<file path="src/rtl/csi_packet_parser_pkg.sv">
// Shared types for the CSI-2 packet parser: data-type codes, parser states, FIFO beat layout
// and the CSI-2 header ECC function.
package csirx_pkg;

    localparam logic [5:0] DT_FRAME_START = 6'h00;
    localparam logic [5:0] DT_FRAME_END   = 6'h01;
    localparam logic [5:0] DT_LINE_START  = 6'h02;
    localparam logic [5:0] DT_LINE_END    = 6'h03;
    localparam logic [5:0] DT_LONG_MIN    = 6'h10;

    typedef enum logic [2:0] {
        ST_IDLE,
        ST_HDR1,
        ST_PAYLOAD,
        ST_CRC,
        ST_SKIP
    } parser_state_e;

    typedef struct packed {
        logic        tuser;
        logic        tlast;
        logic [1:0]  tstrb;
        logic [15:0] tdata;
    } axis_beat_t;

    // Each mask selects the header bits {WC[15:8], WC[7:0], DI} covered by one parity bit.
    localparam logic [23:0] ECC_MASK_P0 = 24'hF12CB7;
    localparam logic [23:0] ECC_MASK_P1 = 24'hF2555B;
    localparam logic [23:0] ECC_MASK_P2 = 24'h749A6D;
    localparam logic [23:0] ECC_MASK_P3 = 24'hB8E38E;
    localparam logic [23:0] ECC_MASK_P4 = 24'hDF03F0;
    localparam logic [23:0] ECC_MASK_P5 = 24'hEFFC00;

    function automatic logic [5:0] csi_ecc24(input logic [23:0] hdr);
        logic [5:0] ecc;
        ecc[0] = ^(hdr & ECC_MASK_P0);
        ecc[1] = ^(hdr & ECC_MASK_P1);
        ecc[2] = ^(hdr & ECC_MASK_P2);
        ecc[3] = ^(hdr & ECC_MASK_P3);
        ecc[4] = ^(hdr & ECC_MASK_P4);
        ecc[5] = ^(hdr & ECC_MASK_P5);
        return ecc;
    endfunction

endpackage

</file>
<file path="src/rtl/csi_packet_parser_if.sv">
// AXI4-Stream payload bus leaving the CSI packet parser.
interface csi_packet_parser_if #(
    parameter int WORD_W = 16
);
    logic                  tvalid;
    logic [WORD_W-1:0]     tdata;
    logic [WORD_W/8-1:0]   tstrb;
    logic                  tlast;
    logic                  tuser;
    logic                  tready;

    modport master (
        output tvalid, tdata, tstrb, tlast, tuser,
        input  tready
    );

    modport slave (
        input  tvalid, tdata, tstrb, tlast, tuser,
        output tready
    );
endinterface

</file>
<file path="src/rtl/csi_packet_parser_sync_fifo.sv">
// Synchronous first-word-fall-through FIFO; output reads zero while empty.
// A write while full is accepted only if a read happens in the same cycle.
module csi_sync_fifo #(
    parameter int WIDTH = 20,
    parameter int DEPTH = 16
) (
    input  logic             clk_i,
    input  logic             rst_i,
    input  logic             wr_en_i,
    input  logic [WIDTH-1:0] wr_data_i,
    input  logic             rd_en_i,
    output logic [WIDTH-1:0] rd_data_o,
    output logic             full_o,
    output logic             empty_o
);
    localparam int AW = $clog2(DEPTH);

    logic [WIDTH-1:0] mem_q [DEPTH];
    logic [AW:0]      wr_ptr_q, wr_ptr_d;
    logic [AW:0]      rd_ptr_q, rd_ptr_d;
    logic             wr_ok;
    logic             rd_ok;

    assign empty_o = (wr_ptr_q == rd_ptr_q);
    assign full_o  = (wr_ptr_q[AW] != rd_ptr_q[AW]) &&
                     (wr_ptr_q[AW-1:0] == rd_ptr_q[AW-1:0]);
    assign rd_ok   = rd_en_i && !empty_o;
    assign wr_ok   = wr_en_i && (!full_o || rd_ok);

    always_comb begin
        wr_ptr_d = wr_ptr_q;
        rd_ptr_d = rd_ptr_q;
        if (wr_ok) wr_ptr_d = wr_ptr_q + 1'b1;
        if (rd_ok) rd_ptr_d = rd_ptr_q + 1'b1;
    end

    always_ff @(posedge clk_i) begin
        if (rst_i) begin
            wr_ptr_q <= '0;
            rd_ptr_q <= '0;
        end else begin
            wr_ptr_q <= wr_ptr_d;
            rd_ptr_q <= rd_ptr_d;
        end
    end

    always_ff @(posedge clk_i) begin
        if (wr_ok) mem_q[wr_ptr_q[AW-1:0]] <= wr_data_i;
    end

    assign rd_data_o = empty_o ? '0 : mem_q[rd_ptr_q[AW-1:0]];

endmodule

</file>
<file path="src/rtl/csi_packet_parser.sv">
// CSI-2 packet parser: strips header/CRC from 2-lane words and streams long-packet payload.
// Define CSI_ECC_CHECK_EN to reject headers whose ECC byte does not match.
//
// state      | meaning
// -----------+-----------------------------------------------------
// ST_IDLE    | waiting for the first header word of a burst
// ST_HDR1    | word0 latched, decoding word1 (WC high byte, ECC)
// ST_PAYLOAD | pushing one payload beat per word
// ST_CRC     | discarding the CRC trailer word
// ST_SKIP    | ignoring words until the burst ends
module csi_packet_parser
    import csirx_pkg::*;
#(
    parameter int FIFO_DEPTH = 16,
    parameter int WORD_W     = 16
) (
    input  logic              rxbyteclkhs,
    input  logic              rxbyteclkhs_reset,
    input  logic [WORD_W-1:0] word_in,
    input  logic              word_valid,
    csi_packet_parser_if.master m_axis,
    output logic [1:0]        pkt_vc,
    output logic [5:0]        pkt_dt,
    output logic              frame_start,
    output logic              frame_end,
    output logic              truncated,
    output logic              overflow,
    output logic              ecc_error
);
    localparam int BEAT_W = $bits(axis_beat_t);

    parser_state_e state_q, state_d;
    logic [7:0]    di_q, di_d;
    logic [7:0]    wc_lo_q, wc_lo_d;
    logic [15:0]   remaining_q, remaining_d;
    logic          sof_q, sof_d;
    logic          first_q, first_d;
    logic [1:0]    vc_q, vc_d;
    logic [5:0]    dt_q, dt_d;
    logic          fs_q, fs_d;
    logic          fe_q, fe_d;
    logic          trunc_q, trunc_d;
    logic          overflow_q, overflow_d;

    logic          hdr_ok;
    logic [15:0]   hdr_wc;
    logic [5:0]    hdr_dt;
    logic          push;
    axis_beat_t    push_beat;
    axis_beat_t    pop_beat;
    logic          fifo_full;
    logic          fifo_empty;
    logic          pop;

    assign hdr_wc = {word_in[7:0], wc_lo_q};
    assign hdr_dt = di_q[5:0];

`ifdef CSI_ECC_CHECK_EN
    logic ecc_err_q, ecc_err_d;
    assign hdr_ok = (word_in[15:14] == 2'b00) &&
                    (csi_ecc24({word_in[7:0], wc_lo_q, di_q}) == word_in[13:8]);
    assign ecc_error = ecc_err_q;
`else
    assign hdr_ok    = 1'b1;
    assign ecc_error = 1'b0;
`endif

    assign pop = !fifo_empty && m_axis.tready;

    always_comb begin
        state_d     = state_q;
        di_d        = di_q;
        wc_lo_d     = wc_lo_q;
        remaining_d = remaining_q;
        sof_d       = sof_q;
        first_d     = first_q;
        vc_d        = vc_q;
        dt_d        = dt_q;
        fs_d        = 1'b0;
        fe_d        = 1'b0;
        trunc_d     = 1'b0;
        overflow_d  = overflow_q;
        push        = 1'b0;
        push_beat   = '0;
`ifdef CSI_ECC_CHECK_EN
        ecc_err_d   = 1'b0;
`endif

        case (state_q)
            ST_IDLE: begin
                if (word_valid) begin
                    di_d    = word_in[7:0];
                    wc_lo_d = word_in[15:8];
                    state_d = ST_HDR1;
                end
            end

            ST_HDR1: begin
                if (!word_valid) begin
                    trunc_d = 1'b1;
                    state_d = ST_IDLE;
                end else if (!hdr_ok) begin
`ifdef CSI_ECC_CHECK_EN
                    ecc_err_d = 1'b1;
`endif
                    state_d = ST_SKIP;
                end else begin
                    vc_d = di_q[7:6];
                    dt_d = hdr_dt;
                    if (hdr_dt < DT_LONG_MIN) begin
                        if (hdr_dt == DT_FRAME_START) begin
                            fs_d  = 1'b1;
                            sof_d = 1'b1;
                        end else if (hdr_dt == DT_FRAME_END) begin
                            fe_d = 1'b1;
                        end
                        state_d = ST_SKIP;
                    end else if (hdr_wc == 16'd0) begin
                        state_d = ST_CRC;
                    end else begin
                        remaining_d = hdr_wc;
                        first_d     = 1'b1;
                        state_d     = ST_PAYLOAD;
                    end
                end
            end

            ST_PAYLOAD: begin
                push    = 1'b1;
                first_d = 1'b0;
                if (!word_valid) begin
                    // Terminator beat lets downstream close the packet cleanly.
                    trunc_d         = 1'b1;
                    push_beat.tlast = 1'b1;
                    state_d         = ST_IDLE;
                end else begin
                    push_beat.tuser = sof_q && first_q;
                    if (first_q) sof_d = 1'b0;
                    if (remaining_q >= 16'd2) begin
                        push_beat.tstrb = 2'b11;
                        push_beat.tdata = word_in;
                        remaining_d     = remaining_q - 16'd2;
                    end else begin
                        push_beat.tstrb = 2'b01;
                        push_beat.tdata = {8'h00, word_in[7:0]};
                        remaining_d     = 16'd0;
                    end
                    push_beat.tlast = (remaining_q <= 16'd2);
                    if (remaining_q <= 16'd2) state_d = ST_CRC;
                end
            end

            ST_CRC: begin
                state_d = word_valid ? ST_SKIP : ST_IDLE;
            end

            ST_SKIP: begin
                if (!word_valid) state_d = ST_IDLE;
            end

            default: state_d = ST_IDLE;
        endcase

        if (push && fifo_full && !pop) overflow_d = 1'b1;
    end

    always_ff @(posedge rxbyteclkhs) begin
        if (rxbyteclkhs_reset) begin
            state_q     <= ST_IDLE;
            di_q        <= '0;
            wc_lo_q     <= '0;
            remaining_q <= '0;
            sof_q       <= 1'b0;
            first_q     <= 1'b0;
            vc_q        <= '0;
            dt_q        <= '0;
            fs_q        <= 1'b0;
            fe_q        <= 1'b0;
            trunc_q     <= 1'b0;
            overflow_q  <= 1'b0;
`ifdef CSI_ECC_CHECK_EN
            ecc_err_q   <= 1'b0;
`endif
        end else begin
            state_q     <= state_d;
            di_q        <= di_d;
            wc_lo_q     <= wc_lo_d;
            remaining_q <= remaining_d;
            sof_q       <= sof_d;
            first_q     <= first_d;
            vc_q        <= vc_d;
            dt_q        <= dt_d;
            fs_q        <= fs_d;
            fe_q        <= fe_d;
            trunc_q     <= trunc_d;
            overflow_q  <= overflow_d;
`ifdef CSI_ECC_CHECK_EN
            ecc_err_q   <= ecc_err_d;
`endif
        end
    end

    csi_sync_fifo #(
        .WIDTH (BEAT_W),
        .DEPTH (FIFO_DEPTH)
    ) u_fifo (
        .clk_i     (rxbyteclkhs),
        .rst_i     (rxbyteclkhs_reset),
        .wr_en_i   (push),
        .wr_data_i (push_beat),
        .rd_en_i   (pop),
        .rd_data_o (pop_beat),
        .full_o    (fifo_full),
        .empty_o   (fifo_empty)
    );

    assign m_axis.tvalid = !fifo_empty;
    assign m_axis.tdata  = pop_beat.tdata;
    assign m_axis.tstrb  = pop_beat.tstrb;
    assign m_axis.tlast  = pop_beat.tlast;
    assign m_axis.tuser  = pop_beat.tuser;

    assign pkt_vc      = vc_q;
    assign pkt_dt      = dt_q;
    assign frame_start = fs_q;
    assign frame_end   = fe_q;
    assign truncated   = trunc_q;
    assign overflow    = overflow_q;

endmodule

</file>
<file path="src/flat_wrapper.sv">
// flat-port wrapper written by rule: the top's interface ports become plain ports
module csi_packet_parser_flat import csirx_pkg::*;
#(
    parameter int FIFO_DEPTH = 16,
    parameter int WORD_W     = 16
)
  (rxbyteclkhs, rxbyteclkhs_reset, word_in, word_valid, pkt_vc, pkt_dt, frame_start, frame_end, truncated, overflow, ecc_error, m_axis_tvalid, m_axis_tdata, m_axis_tstrb, m_axis_tlast, m_axis_tuser, m_axis_tready);
  csi_packet_parser_if #(.WORD_W(WORD_W)) m_axis_i ();
  input  logic rxbyteclkhs;
  input  logic rxbyteclkhs_reset;
  input  logic [WORD_W-1:0] word_in;
  input  logic word_valid;
  output logic [1:0] pkt_vc;
  output logic [5:0] pkt_dt;
  output logic frame_start;
  output logic frame_end;
  output logic truncated;
  output logic overflow;
  output logic ecc_error;
  output wire logic [$bits(m_axis_i.tvalid)-1:0] m_axis_tvalid;
  output wire logic [$bits(m_axis_i.tdata)-1:0] m_axis_tdata;
  output wire logic [$bits(m_axis_i.tstrb)-1:0] m_axis_tstrb;
  output wire logic [$bits(m_axis_i.tlast)-1:0] m_axis_tlast;
  output wire logic [$bits(m_axis_i.tuser)-1:0] m_axis_tuser;
  input wire logic [$bits(m_axis_i.tready)-1:0] m_axis_tready;
  assign m_axis_tvalid = m_axis_i.tvalid;
  assign m_axis_tdata = m_axis_i.tdata;
  assign m_axis_tstrb = m_axis_i.tstrb;
  assign m_axis_tlast = m_axis_i.tlast;
  assign m_axis_tuser = m_axis_i.tuser;
  assign m_axis_i.tready = m_axis_tready;
  csi_packet_parser #(.FIFO_DEPTH(FIFO_DEPTH), .WORD_W(WORD_W)) u_core (.rxbyteclkhs(rxbyteclkhs), .rxbyteclkhs_reset(rxbyteclkhs_reset), .word_in(word_in), .word_valid(word_valid), .m_axis(m_axis_i), .pkt_vc(pkt_vc), .pkt_dt(pkt_dt), .frame_start(frame_start), .frame_end(frame_end), .truncated(truncated), .overflow(overflow), .ecc_error(ecc_error));
endmodule
</file>
<file path="config.mk">
export PLATFORM = sky130hd
export DESIGN_NAME = csi_packet_parser_flat
export DESIGN_NICKNAME = d
export VERILOG_FILES = /design/src/rtl/csi_packet_parser_pkg.sv /design/src/rtl/csi_packet_parser_if.sv /design/src/rtl/csi_packet_parser_sync_fifo.sv /design/src/rtl/csi_packet_parser.sv /design/src/flat_wrapper.sv
export SDC_FILE = /design/constraint.sdc
export NUM_CORES = 1
export LEC_CHECK = 0
export CAP_MARGIN = 10
export CORE_MARGIN = 1.5
export CORE_UTILIZATION = 50
export CTS_BUF_LIST = sky130_fd_sc_hd__clkbuf_4 sky130_fd_sc_hd__clkbuf_8
export CTS_CLUSTER_SIZE = 40
export DETAILED_ROUTE_END_ITERATION = 10
export PLACE_DENSITY = 0.65
export SYNTH_ARGS = -nofsm -noshare
export SYNTH_HDL_FRONTEND = slang
export SYNTH_SLANG_ARGS = --single-unit
</file>
<file path="constraint.sdc">
create_clock -name rxbyteclkhs -period 8 [get_ports rxbyteclkhs]
set_clock_uncertainty 0.05 [all_clocks]
set_input_delay 0.8 -clock rxbyteclkhs [delete_from_list [all_inputs] [get_ports rxbyteclkhs]]
set_output_delay 0.8 -clock rxbyteclkhs [all_outputs]
set_load 0.02 [all_outputs]
</file>
==> results of run 1 <==
flip-flops by register name (all words and copies together) (netlist names), named ones only:
register,flops
u_core.di_q,8
u_core.first_q,1
u_core.frame_end,1
u_core.frame_start,1
u_core.overflow,1
u_core.pkt_dt,6
u_core.pkt_vc,2
u_core.remaining_q,16
u_core.sof_q,1
u_core.state_q,3
u_core.truncated,1
u_core.u_fifo.mem_q,320
u_core.u_fifo.rd_ptr_q,5
u_core.u_fifo.wr_ptr_q,5
u_core.wc_lo_q,8
routing by layer:
metal  wire length, µm  share of wire, %  up-vias  track usage (%)
li1                  -                 -     3625                -
met1             14200                42     4173             30.8
met2             16200                48      342             35.1
met3              2550               7.6       50             4.56
met4               539               1.6        0             5.80
met5                 0                 0        -                0
power groups by stage:
stage	registers (mW)	clock network, mW	logic [mW]
2_1_floorplan	2.19	0	0.0689
3_3_place_gp	2.19	0	0.0974
3_5_place_dp	2.19	0	0.0985
4_1_cts	2.15	1.74	0.0988
5_1_grt	2.15	1.82	0.107
6_report	2.15	1.71	0.0983
critical path: stages, from the launching register on:
cell             delay (ns)
dfxtp_4                0.88
buf_4                  0.77
mux4_2                 0.60
mux4_2                 0.52
nor2b_1                0.15
clkdlybuf4s50_1        0.55
path summary, 6_finish.rpt:
path | to | cells past startpoint
worst max-delay path | m_axis_tuser | 5
worst min-delay path | u_core.pkt_dt[0] | 2
worst max register to register | u_core.u_fifo.mem_q[9][11] | 6
worst min register to register | u_core.pkt_dt[0] | 2
logic make-up after synthesis:
| logic type | share of synthesized area, % |
|---|---|
| fa+ha+maj | 0.489 |
| mux | 14.9 |
| simple gates | 7.11 |
| buf+inv | 1.97 |
| xor+xnor | 0.970 |
| other cells | 0.0244 |
| flops | 70.8 |
| compound gates | 3.75 |
area by class of cell:
type / count / area, µm²
Fill cell: 2270 / 12400
Sequential cell: 383 / 10900
Multi-Input combinational cell: 420 / 4200
Clock buffer: 88 / 1070
Timing Repair Buffer: 75 / 688
Tap cell: 390 / 488
Clock inverter: 18 / 190
Inverter: 11 / 41.3
synth_stat cells, types with 7 or more instances:
cell,number
edfxtp_1,320
mux4_2,100
dfxtp_1,63
nand2_1,59
a21oi_1,46
clkbuf_1,33
nor2_1,33
nor2b_1,27
and3_1,22
buf_4,11
inv_1,11
xnor2_1,11
and2_1,10
nor3_1,9
nor4_1,8
o21ai_0,7
o32ai_1,7
==> flow_summary.toml, run 1 <==
[outcome]
status = "finished, final reports clean"

[clocking]
cts_root_buf = "clkbuf_8"
htree_levels = 2
postCtsHoldBufs = 0
cts_tree = "done"
insertion_delay_ns = 0.61
clkSinkCount = 383
cts_made_buffers = 59
cts_setup_buffers = 0
path_clk_slew_ns = 0.06
ctsResizeCount = 0
cts_max_path_buffers = 3

[sta]
hold_viol = 0
min_period_ns = 4.98
worstMarginPinSlew_ns = 1.15
finalCritPeriodShare_pct = 62.3
relSlewSlack_pct = 23.0
fmax_mhz = 201
hold_ws_ns = 0.404
setup_ws_ns = 3.02
fin_tns_setup_ns = 0
setup_viol = 0
drv_slew = 0
rsz0062_at_grt = "false"

[global_route]
overflow = 0
grt.total_usage_pct = 21.9
grt_max_degree = 79
grt_pass1_vias = 8215
antenna_found_initial = 2
grt_pass1_wl_mm = 49.9

[placed_design]
place_inst = 1279
pre_cts_slack_ns = 3.51
io_buffers = 52
place_congestion = 0.814
placed_cell_area_mm2 = 0.0163
hpwl_mm = 18.0

[drt]
drcViolationCount = 0
dr_total_vias = 8190
wirelength_mm = 33.5
drt-initial-drc-count = 771
wl_per_cell_um = 24.2
drtAntennaViolNets = 0
firstDrtPassIters = 4
via_per_inst = 5.91

[synthesis]
ys.flop_type = "edfxtp_1"
syn_avg_cell_area_um2 = 17.7
synth-seq-cells = 383
async_flop_share_pct = 0
ys_warn_count = 0
netlist_instances = 867
synth-edff-count = 320
synth_top_area_share_pct = 62.6
synthDistinctLibCells = 55
syn_nets = 893
ys_seq_area_share_pct = 70.8
synth_top_cell_by_area = "edfxtp_1"
synth_area_leaders = "edfxtp_1 (63%), mux4_2 (15%), dfxtp_1 (8.2%), a21oi_1 (1.5%), nand2_1 (1.4%)"
netlist_area_mm2 = 0.0153

[floorplan]
core_mm2 = 0.0300
dieArea_mm2 = 0.0318
fp.dieH_um = 178
initial_core_util_pct = 51.2
fp.dieW_um = 178
std_cell_rows = 63
ios = 54

[pwr]
switching_share_pct = 20.1
total_power_mw = 3.96
power-per-cell-area_mw_per_mm2 = 225
leakagePower_nw = 5.94
power_switching_mw = 0.796
power_frac_clock_pct = 43.2
p_comb_share_pct = 2.5
p_int_mw = 3.16
power_frac_seq_pct = 54.3
vdd_drop_max_v = 0.000164

[final_layout]
final_nets = 976
layout_commonest_cell = "edfxtp_1"
diodes = 0
drive_gt1_share_pct = 24.7
postLayoutCellArea_mm2 = 0.0176
area_growth_pct = 14.4
layout_common_cells = "edfxtp_1 (320), mux4_2 (100), clkbuf_8 (65)"
stdcell_count = 1385
finalCoreUtilization_pct = 58.6

[setup_path]
worstSetupPathType = "flop to output pin"
crit_fanout = 41
r2r-start = "u_core.state_q[0]"
r2r_slack_ns = 5.31
cp-start-kind = "flop"
cp_data_arrival_time_ns = 4.13
end_kind = "output pin"
crit_required_ns = 7.15

[job]
drv_cap = 0

[min_path]
hold_class = "flop to flop"
hp-start = "u_core.pkt_dt[0]"
(Power assumes the default switching activity.)
==> inputs of run 2 (changes only) <==
Settings changed: PLACE_DENSITY 0.65 to 0.68.
Clock period 8 ns to 4.2 ns, I/O delays scaled along.
==> run 2 against run 1 <==
  * Worst hold slack got worse by 0.070 ns
  * Critical path depth stayed put
  * Setup slack worse by 2.6 ns
  * Register-to-register slack lost 3.9 ns
  * Total power rose by 88%
  * Highest routed layer unchanged
  * Via count down 0.39%
  * Cell count increased by 0.51%
  * Clock-buffer cell count shrank 1
  * Sequential power increased by 91%
  * Flip-flop and latch count did not move
  * Combinational power rose by 93%
==> flow_summary.toml, run 2 (synthesized netlist as in run 1, its figures left out) <==
[clocking]
cts_root_buf = "clkbuf_8"
cts_tree = "done"
clkSinkCount = 383
cts_setup_buffers = 0
path_clk_slew_ns = 0.06
insertion_delay_ns = 0.59
postCtsHoldBufs = 0
cts_max_path_buffers = 3
cts_made_buffers = 60
htree_levels = 2
ctsResizeCount = 0

[placed_design]
io_buffers = 52
pre_cts_slack_ns = 0.948
hpwl_mm = 18.9
place_congestion = 0.831

[global_route]
grt_pass1_vias = 8311
grt.total_usage_pct = 21.7
antenna_found_initial = 0
overflow = 0
grt_pass1_wl_mm = 50.0
grt_max_degree = 39

[sta]
hold_viol = 0
finalCritPeriodShare_pct = 90.2
worstMarginPinSlew_ns = 1.09
drv_slew = 0
fin_tns_setup_ns = 0
rsz0062_at_grt = "false"
setup_ws_ns = 0.410
relSlewSlack_pct = 26.9
setup_viol = 0
min_period_ns = 3.79
fmax_mhz = 264

[setup_path]
end_kind = "output pin"
worstSetupPathType = "flop to output pin"
rr_worst_depth = 4
crit_required_ns = 3.73
r2r-start = "u_core.remaining_q[3]"
crit_fanout = 26
cp_data_arrival_time_ns = 3.32
cp-start-kind = "flop"

[min_path]
hold_class = "input port to flop"
hp-start = "rxbyteclkhs_reset"
hold_depth = 2

[final_layout]
area_growth_pct = 14.7
drive_gt1_share_pct = 25.1
fillers = 2272
layout_commonest_cell = "edfxtp_1"
finalCoreUtilization_pct = 58.8
layout_common_cells = "edfxtp_1 (320), mux4_2 (100), clkbuf_8 (62)"
multi_input_area_mm2 = 0.00420
largest_reg_flops = 320
diodes = 0
final-seq-area_mm2 = 0.0109
final_nets = 985

[outcome]
status = "finished, final reports clean"

[floorplan]
core_mm2 = 0.0300
ios = 54
initial_core_util_pct = 51.2
dieArea_mm2 = 0.0318
fp.dieW_um = 178
fp.dieH_um = 178
std_cell_rows = 63

[pwr]
p_int_mw = 5.93
power-per-cell-area_mw_per_mm2 = 422
p_comb_share_pct = 2.6
power_frac_clock_pct = 42.3
power_switching_mw = 1.49
vdd_drop_max_v = 0.000230
total_power_mw = 7.42
leakagePower_nw = 6.13
switching_share_pct = 20.1
power_frac_seq_pct = 55.2

[drt]
wirelength_mm = 33.3
drt-initial-drc-count = 780
dr_total_vias = 8158
wl_per_cell_um = 23.9
drcViolationCount = 0
drtAntennaViolNets = 0
firstDrtPassIters = 5
via_per_inst = 5.86

[job]
drv_cap = 0
run 2: cell count changes in the layout (fill, tap and decap cells not counted), moves of 2 or more:
| cell | previous run | this run |
|---|---|---|
| clkbuf_4 | 23 | 25 |
| buf_4 | 23 | 28 |
| buf_12 | 0 | 3 |
| clkbuf_8 | 65 | 62 |
run 2: per-stage QoR:
stage / area (µm²) / cells / hold WS [ns]
floorplan: 15300 / 867 / 0.382
global placement: 16400 / 1287 / 0.396
detailed placement: 16400 / 1287 / 0.397
CTS: 17600 / 1392 / 0.300
global route: 17600 / 1392 / 0.347
finish: 17600 / 1392 / 0.333
run 2: critical path, cell delays in order (launching register included):
cell and delay [ns]:
dfxtp_4 0.71, buf_12 0.30, mux4_2 0.53, mux4_2 0.50, nor2b_1 0.15, clkdlybuf4s50_1 0.54
run 2: power groups by stage:
stage | logic, mW | registers, mW | clock network, mW
finish | 0.190 | 4.10 | 3.14
global route | 0.207 | 4.10 | 3.35
CTS | 0.190 | 4.10 | 3.19
detailed placement | 0.189 | 4.18 | 0
global placement | 0.187 | 4.17 | 0
floorplan | 0.131 | 4.17 | 0
run 2: area by class of cell:
| class | instances | area share, % |
|---|---|---|
| flip-flops and latches | 383 | 61.8 |
| multi-input cells | 420 | 23.9 |
| clock buffers | 87 | 5.91 |
| repair buffers | 83 | 4.46 |
| well taps | 390 | 2.77 |
| clock inverters | 18 | 0.959 |
| inverters | 11 | 0.235 |
run 2: path summary, 6_finish.rpt:
path                                     end  slack [ns]
setup / recovery             m_axis_tdata[8]        0.41
hold / removal     u_core.u_fifo.wr_ptr_q[1]        0.33
setup reg to reg  u_core.u_fifo.mem_q[8][18]        1.45
hold reg to reg             u_core.pkt_dt[1]        0.41
run 2: metal layers:
metal	wire length, µm	vias to the layer above	GRT usage, %
met4	665	0	6.18
met1	14400	4177	30.4
met5	0	-	0
li1	-	3648	-
met2	16200	283	35.3
met3	2040	50	3.54
